--- config.mk ---
export PLATFORM = sky130hd
export DESIGN_NAME = step_decoder
export DESIGN_NICKNAME = d
export VERILOG_FILES = /design/src/rtl/step_decoder.sv
export SDC_FILE = /design/constraint.sdc
export NUM_CORES = 1
export LEC_CHECK = 0
export CAP_MARGIN = 20
export CORE_MARGIN = 5
export CORE_UTILIZATION = 61
export DETAILED_ROUTE_END_ITERATION = 16
export PLACE_DENSITY = 0.94
export SYNTH_ARGS = -nofsm -noshare
export SYNTH_HDL_FRONTEND = slang
export SYNTH_SLANG_ARGS = --single-unit
--- constraint.sdc ---
create_clock -name clk_i -period 5.9 [get_ports clk_i]
set_input_delay 1.18 -clock clk_i [delete_from_list [all_inputs] [get_ports clk_i]]
set_output_delay 1.18 -clock clk_i [all_outputs]
set_load 0.01 [all_outputs]
--- src/rtl/step_decoder.sv ---
// rtl/step_decoder.sv - STEP/DIR/ENN receiver: sync, glitch filter, position count, step period.
// Optional STEPDEC_DEDGE_EN: count both STEP edges as steps (dual-edge stepping).
module step_decoder #(
  parameter int FILTER_LEN = 4,
  parameter int DIR_SETUP  = 8,
  parameter int PERIOD_W   = 24
) (
  input  logic                clk_i,
  input  logic                reset_i,
  input  logic                step_i,
  input  logic                dir_i,
  input  logic                enn_i,
  input  logic                pos_clear_i,
  input  logic                err_clear_i,
  output logic                step_strobe_o,
  output logic [31:0]         position_o,
  output logic [PERIOD_W-1:0] period_o,
  output logic                period_valid_o,
  output logic                dir_err_o
);

  localparam logic [7:0]          FILT_LAST = 8'(FILTER_LEN - 1);
  localparam logic [7:0]          DSETUP    = 8'(DIR_SETUP);
  localparam logic [PERIOD_W-1:0] PMAX      = '1;
  localparam logic [PERIOD_W-1:0] PONE      = {{(PERIOD_W-1){1'b0}}, 1'b1};

  logic [1:0]          step_sync_q, dir_sync_q, enn_sync_q;
  logic                step_f_q, step_f_d;
  logic                step_f_prev_q;
  logic [7:0]          filt_cnt_q, filt_cnt_d;
  logic                dir_prev_q;
  logic [7:0]          dir_stable_q, dir_stable_d;
  logic                strobe_q, strobe_d;
  logic [31:0]         position_q, position_d;
  logic [PERIOD_W-1:0] cnt_q, cnt_d;
  logic [PERIOD_W-1:0] period_q, period_d;
  logic                pvalid_q, pvalid_d;
  logic                armed_q, armed_d;
  logic                err_q, err_d;

  logic step_s, dir_s, en, edge_seen, step_ev;

  assign step_s = step_sync_q[1];
  assign dir_s  = dir_sync_q[1];
  assign en     = ~enn_sync_q[1];

`ifdef STEPDEC_DEDGE_EN
  assign edge_seen = step_f_q ^ step_f_prev_q;
`else
  assign edge_seen = step_f_q & ~step_f_prev_q;
`endif
  assign step_ev = en & edge_seen;

  always_ff @(posedge clk_i) begin
    if (reset_i) begin
      step_sync_q   <= '0;
      dir_sync_q    <= '0;
      enn_sync_q    <= '0;
      step_f_q      <= 1'b0;
      step_f_prev_q <= 1'b0;
      filt_cnt_q    <= '0;
      dir_prev_q    <= 1'b0;
      dir_stable_q  <= '0;
      strobe_q      <= 1'b0;
      position_q    <= '0;
      cnt_q         <= '0;
      period_q      <= '0;
      pvalid_q      <= 1'b0;
      armed_q       <= 1'b0;
      err_q         <= 1'b0;
    end else begin
      step_sync_q   <= {step_sync_q[0], step_i};
      dir_sync_q    <= {dir_sync_q[0], dir_i};
      enn_sync_q    <= {enn_sync_q[0], enn_i};
      step_f_q      <= step_f_d;
      step_f_prev_q <= step_f_q;
      filt_cnt_q    <= filt_cnt_d;
      dir_prev_q    <= dir_s;
      dir_stable_q  <= dir_stable_d;
      strobe_q      <= strobe_d;
      position_q    <= position_d;
      cnt_q         <= cnt_d;
      period_q      <= period_d;
      pvalid_q      <= pvalid_d;
      armed_q       <= armed_d;
      err_q         <= err_d;
    end
  end

  // Level filter: step_s must disagree with step_f for FILTER_LEN cycles in a row.
  always_comb begin
    filt_cnt_d = '0;
    step_f_d   = step_f_q;
    if (step_s != step_f_q) begin
      if (filt_cnt_q == FILT_LAST) begin
        step_f_d = step_s;
      end else begin
        filt_cnt_d = filt_cnt_q + 8'd1;
      end
    end
  end

  always_comb begin
    dir_stable_d = dir_stable_q;
    if (dir_s != dir_prev_q) begin
      dir_stable_d = '0;
    end else if (dir_stable_q < DSETUP) begin
      dir_stable_d = dir_stable_q + 8'd1;
    end

    err_d = err_q;
    if (step_ev && (dir_stable_q < DSETUP)) begin
      err_d = 1'b1;
    end else if (err_clear_i) begin
      err_d = 1'b0;
    end

    strobe_d   = step_ev;
    position_d = position_q;
    if (pos_clear_i) begin
      position_d = '0;
    end else if (step_ev) begin
      position_d = dir_s ? position_q - 32'd1 : position_q + 32'd1;
    end
  end

  // Interval counter; a saturated counter means the axis stalled, so disarm.
  always_comb begin
    cnt_d    = cnt_q;
    period_d = period_q;
    pvalid_d = pvalid_q;
    armed_d  = armed_q;
    if (!en) begin
      cnt_d    = '0;
      pvalid_d = 1'b0;
      armed_d  = 1'b0;
    end else if (step_ev) begin
      period_d = cnt_q;
      cnt_d    = PONE;
      pvalid_d = armed_q;
      armed_d  = 1'b1;
    end else if (cnt_q == PMAX) begin
      pvalid_d = 1'b0;
      armed_d  = 1'b0;
    end else begin
      cnt_d = cnt_q + PONE;
    end
  end

  assign step_strobe_o  = strobe_q;
  assign position_o     = position_q;
  assign period_o       = period_q;
  assign period_valid_o = pvalid_q;
  assign dir_err_o      = err_q;

endmodule

==> results.md <==
- Post-route DRC: 0
- CTS tree: done
- Min Clock Period, post-route: 3.42 ns
- Fmax: 293 MHz
- Clock latency on the worst-skew pair: 0.38 ns
- Synth Cell Area: 5780 sq um
- Post-Route Skew: 0.0118 ns
- Final setup fails: 0
- Share of the synthesized area in the top cell type: 0.377
- Post-synth net total: 753
- Share of cells above drive strength 1: 0.0471
- Commonest cells post-synth: 121 x nand2_1, 109 x dfxtp_1, 80 x a21oi_1
- Max IR drop VDD: 0.142 mV
- R2R Path End: position_o[31]$_SDFFE_PP0P_
- DP Wirelength: 10.1 mm
- First-pass GRT wire length: 23.6 mm
- Setup Buffers After CTS: 0
- Boundary Pins: 66
- Htree depth: 3
- # rows: 35
- Vias in the first global route: 5,168
- GRT Overall Usage: 0.247
- Max cap viols: 0
- Post-Route WL: 14.0 mm
- RSZ-0062 raised after global routing: no
- 1st-pass router iterations: 5
- Hold_sp: period_o[23]$_SDFFE_PP0P_
- Main synth FF type: dfxtp_1
- R2R depth: 11
- Sequential fraction of the synthesis area: 0.377
- Largest net degree at the start of global routing: 50
- Most numerous cell in the Yosys netlist: nand2_1
- Antenna-violating nets left: 0
- Worst hold stages: 2
- Antenna cells: 0
- Hold Path End: period_o[23]$_SDFFE_PP0P_
- Post-Syn Instances: 712
- Setup TNS: 0 ns
- Placer Congestion: 0.912
- Fin crit share: 0.579
- Post-cts resize count: 0
- Fin. max-slew vios: 0
- Combinational power share: 0.048
- Net Sw Power: 0.336 mW
- PD cells: 190 nW/um^2
- Post-synth cell types: 59
- Leading area contributor after synthesis: dfxtp_1
- Worst-Margin Slew: 0.790 ns
- Root buffer cell: clkbuf_8
- Starting Density: 0.626
- Pleak: 2.63 nW
- Final Hold Fails: 0
- Leading post-synthesis cells by cell area: dfxtp_1 38%, nand2_1 7.9%, ha_1 7.1%
- Area grow syn2layout: 16.4%
- Gr ovfl total: 0
- Vias post-DR: 5,275
- Crit path required time: 6.22 ns
- Seq pwr share: 0.584
- CP Class: reg -> reg
- Port bufs: 65
- Layout filler cell count: 653
- Drt wl/cell: 15.7 um
- Nets: 800
- Die Span Y: 107 um
- Die ar.: 11,500 sq um
- Reg2reg start: dir_sync_q[1]$_SDFF_PP0_
- R2R Setup Slk: 2.48 ns
- Async S/R FF share, synth: 0
- Rel. slew slack: 0.472
- Placement Cell Area: 6510 sq um
- Synth warnings: 0
- Total Power: 1.28 mW
- Switching share of power: 0.263
- Clock sinks: 109
- Chip width: 107 um
- Setup crit end kind: flop
- Status: completed
- Vias/cell: 5.91
- Hold buffer count at CTS: 0
- Nature of the critical path startpoint: flop
- Worst hold path type: reg -> reg
- Fin cells: 893
- Max Root-Sink Buffers: 2
- Internal power: 0.943 mW
- Clock slew at reported path FFs: 0.12 ns
- #FFs+latches synth: 109
- CP arrival: 3.74 ns
- Num CTS Buffers: 9
- Crit path max fanout: 19
- Initial antenna violation count: 0
- Design area: 6730 sq um
- Clock power share: 0.368
- Placed cell count: 876
- Number of synthesized flops with an enable pin: 0
- CORE AREA: 9240 sq um
- Starting DRT DRC Count: 228
- Avg Synthesized Cell Area: 8.12 sq um
==> cells by family after synthesis <==
group,share of synthesized area
mux,0.0121
buf+inv,0.0264
fa+ha+maj,0.0749
compound gates,0.181
xor+xnor,0.0758
simple gates,0.252
flops,0.377
==> placed cells by master (no fill, tap or decap), types with 2 or more instances in the layout <==
cell               n
o31ai_1            4
nand2b_1           3
buf_4              4
nand2_1          121
and4_1             4
o211ai_1           5
clkinv_8           2
clkbuf_8          10
nor4b_1            3
inv_6              3
ha_1              33
nand4b_1           2
a311o_1            2
a21o_1            21
or3_1              8
nand4_1            9
a31oi_1            6
dfxtp_1          109
a21boi_0           2
inv_1              5
or4_1              2
nand3_1           43
nor2b_1           14
o21bai_1           4
xnor2_1           19
mux2i_1            7
o21ai_0           17
a221oi_2           2
a21oi_1           80
and2_1             7
clkdlybuf4s50_1   65
nor2_1            61
nor3_1            13
and3_1            13
xor2_1            31
a211oi_1           2
==> power groups by stage <==
| stage | Combinational (mW) | Sequential [mW] | Clock [mW] |
|---|---|---|---|
| after floorplan | 0.0435 | 0.763 | 0 |
| after global placement | 0.0559 | 0.764 | 0 |
| after detailed placement | 0.0597 | 0.764 | 0 |
| after CTS | 0.0599 | 0.748 | 0.477 |
| after global routing | 0.0675 | 0.749 | 0.512 |
| final | 0.0611 | 0.748 | 0.471 |
==> layer usage <==
| layer | track usage | share of wire |
|---|---|---|
| met4 | 0.0875 | 0.022 |
| met3 | 0.0426 | 0.050 |
| met1 | 0.281 | 0.41 |
| met2 | 0.462 | 0.52 |
| met5 | 0 | 0 |
==> worst max path at each step <==
stage	start	cells past startpoint	slack, ns	end
after floorplan	dir_sync_q[1]$_SDFF_PP0_	10	2.82	position_o[31]$_SDFFE_PP0P_
after global placement	reset_i	6	2.62	position_o[29]$_SDFFE_PP0P_
after detailed placement	dir_sync_q[1]$_SDFF_PP0_	11	2.54	position_o[31]$_SDFFE_PP0P_
after CTS	dir_sync_q[1]$_SDFF_PP0_	11	2.50	position_o[31]$_SDFFE_PP0P_
after global routing	dir_sync_q[1]$_SDFF_PP0_	11	2.26	position_o[31]$_SDFFE_PP0P_
final	dir_sync_q[1]$_SDFF_PP0_	11	2.48	position_o[31]$_SDFFE_PP0P_
==> metrics by stage <==
stage / hold slack, ns / util / worst slack (ns)
CTS: 0.469 / 0.727 / 2.50
finish: 0.464 / 0.728 / 2.48
global placement: 0.429 / 0.703 / 2.62
global route: 0.483 / 0.728 / 2.26
detailed placement: 0.444 / 0.705 / 2.54
floorplan: 0.414 / - / 2.82
==> cell type report <==
type | count | area, sq um | share of cell area
clock buffer | 10 | 138 | 0.0205
clock inverter | 6 | 70.1 | 0.0104
inverter | 5 | 18.8 | 0.00279
multi-input combinational | 564 | 3460 | 0.514
sequential | 109 | 2180 | 0.324
tap | 129 | 161 | 0.0240
timing repair buffer | 70 | 701 | 0.104
==> state kept, by name, indices dropped and copies added, names as in the netlist, 2 cells and up <==
name / count
position_o: 32
dir_stable_q: 8
period_o: 24
dir_sync_q: 2
cnt_q: 24
enn_sync_q: 2
step_sync_q: 2
filt_cnt_q: 8
==> critical path: stages (launching register included) <==
cell and delay [ns]:
dfxtp_1 0.76, buf_4 0.38, ha_1 0.38, a21oi_1 0.23, o21ai_0 0.17, a311oi_1 0.28
nand3_1 0.13, a21oi_2 0.20, o211ai_1 0.13, a221oi_2 0.25, mux2i_1 0.24, mux2i_1 0.19
No activity file was read; power rests on OpenSTA's default activity.
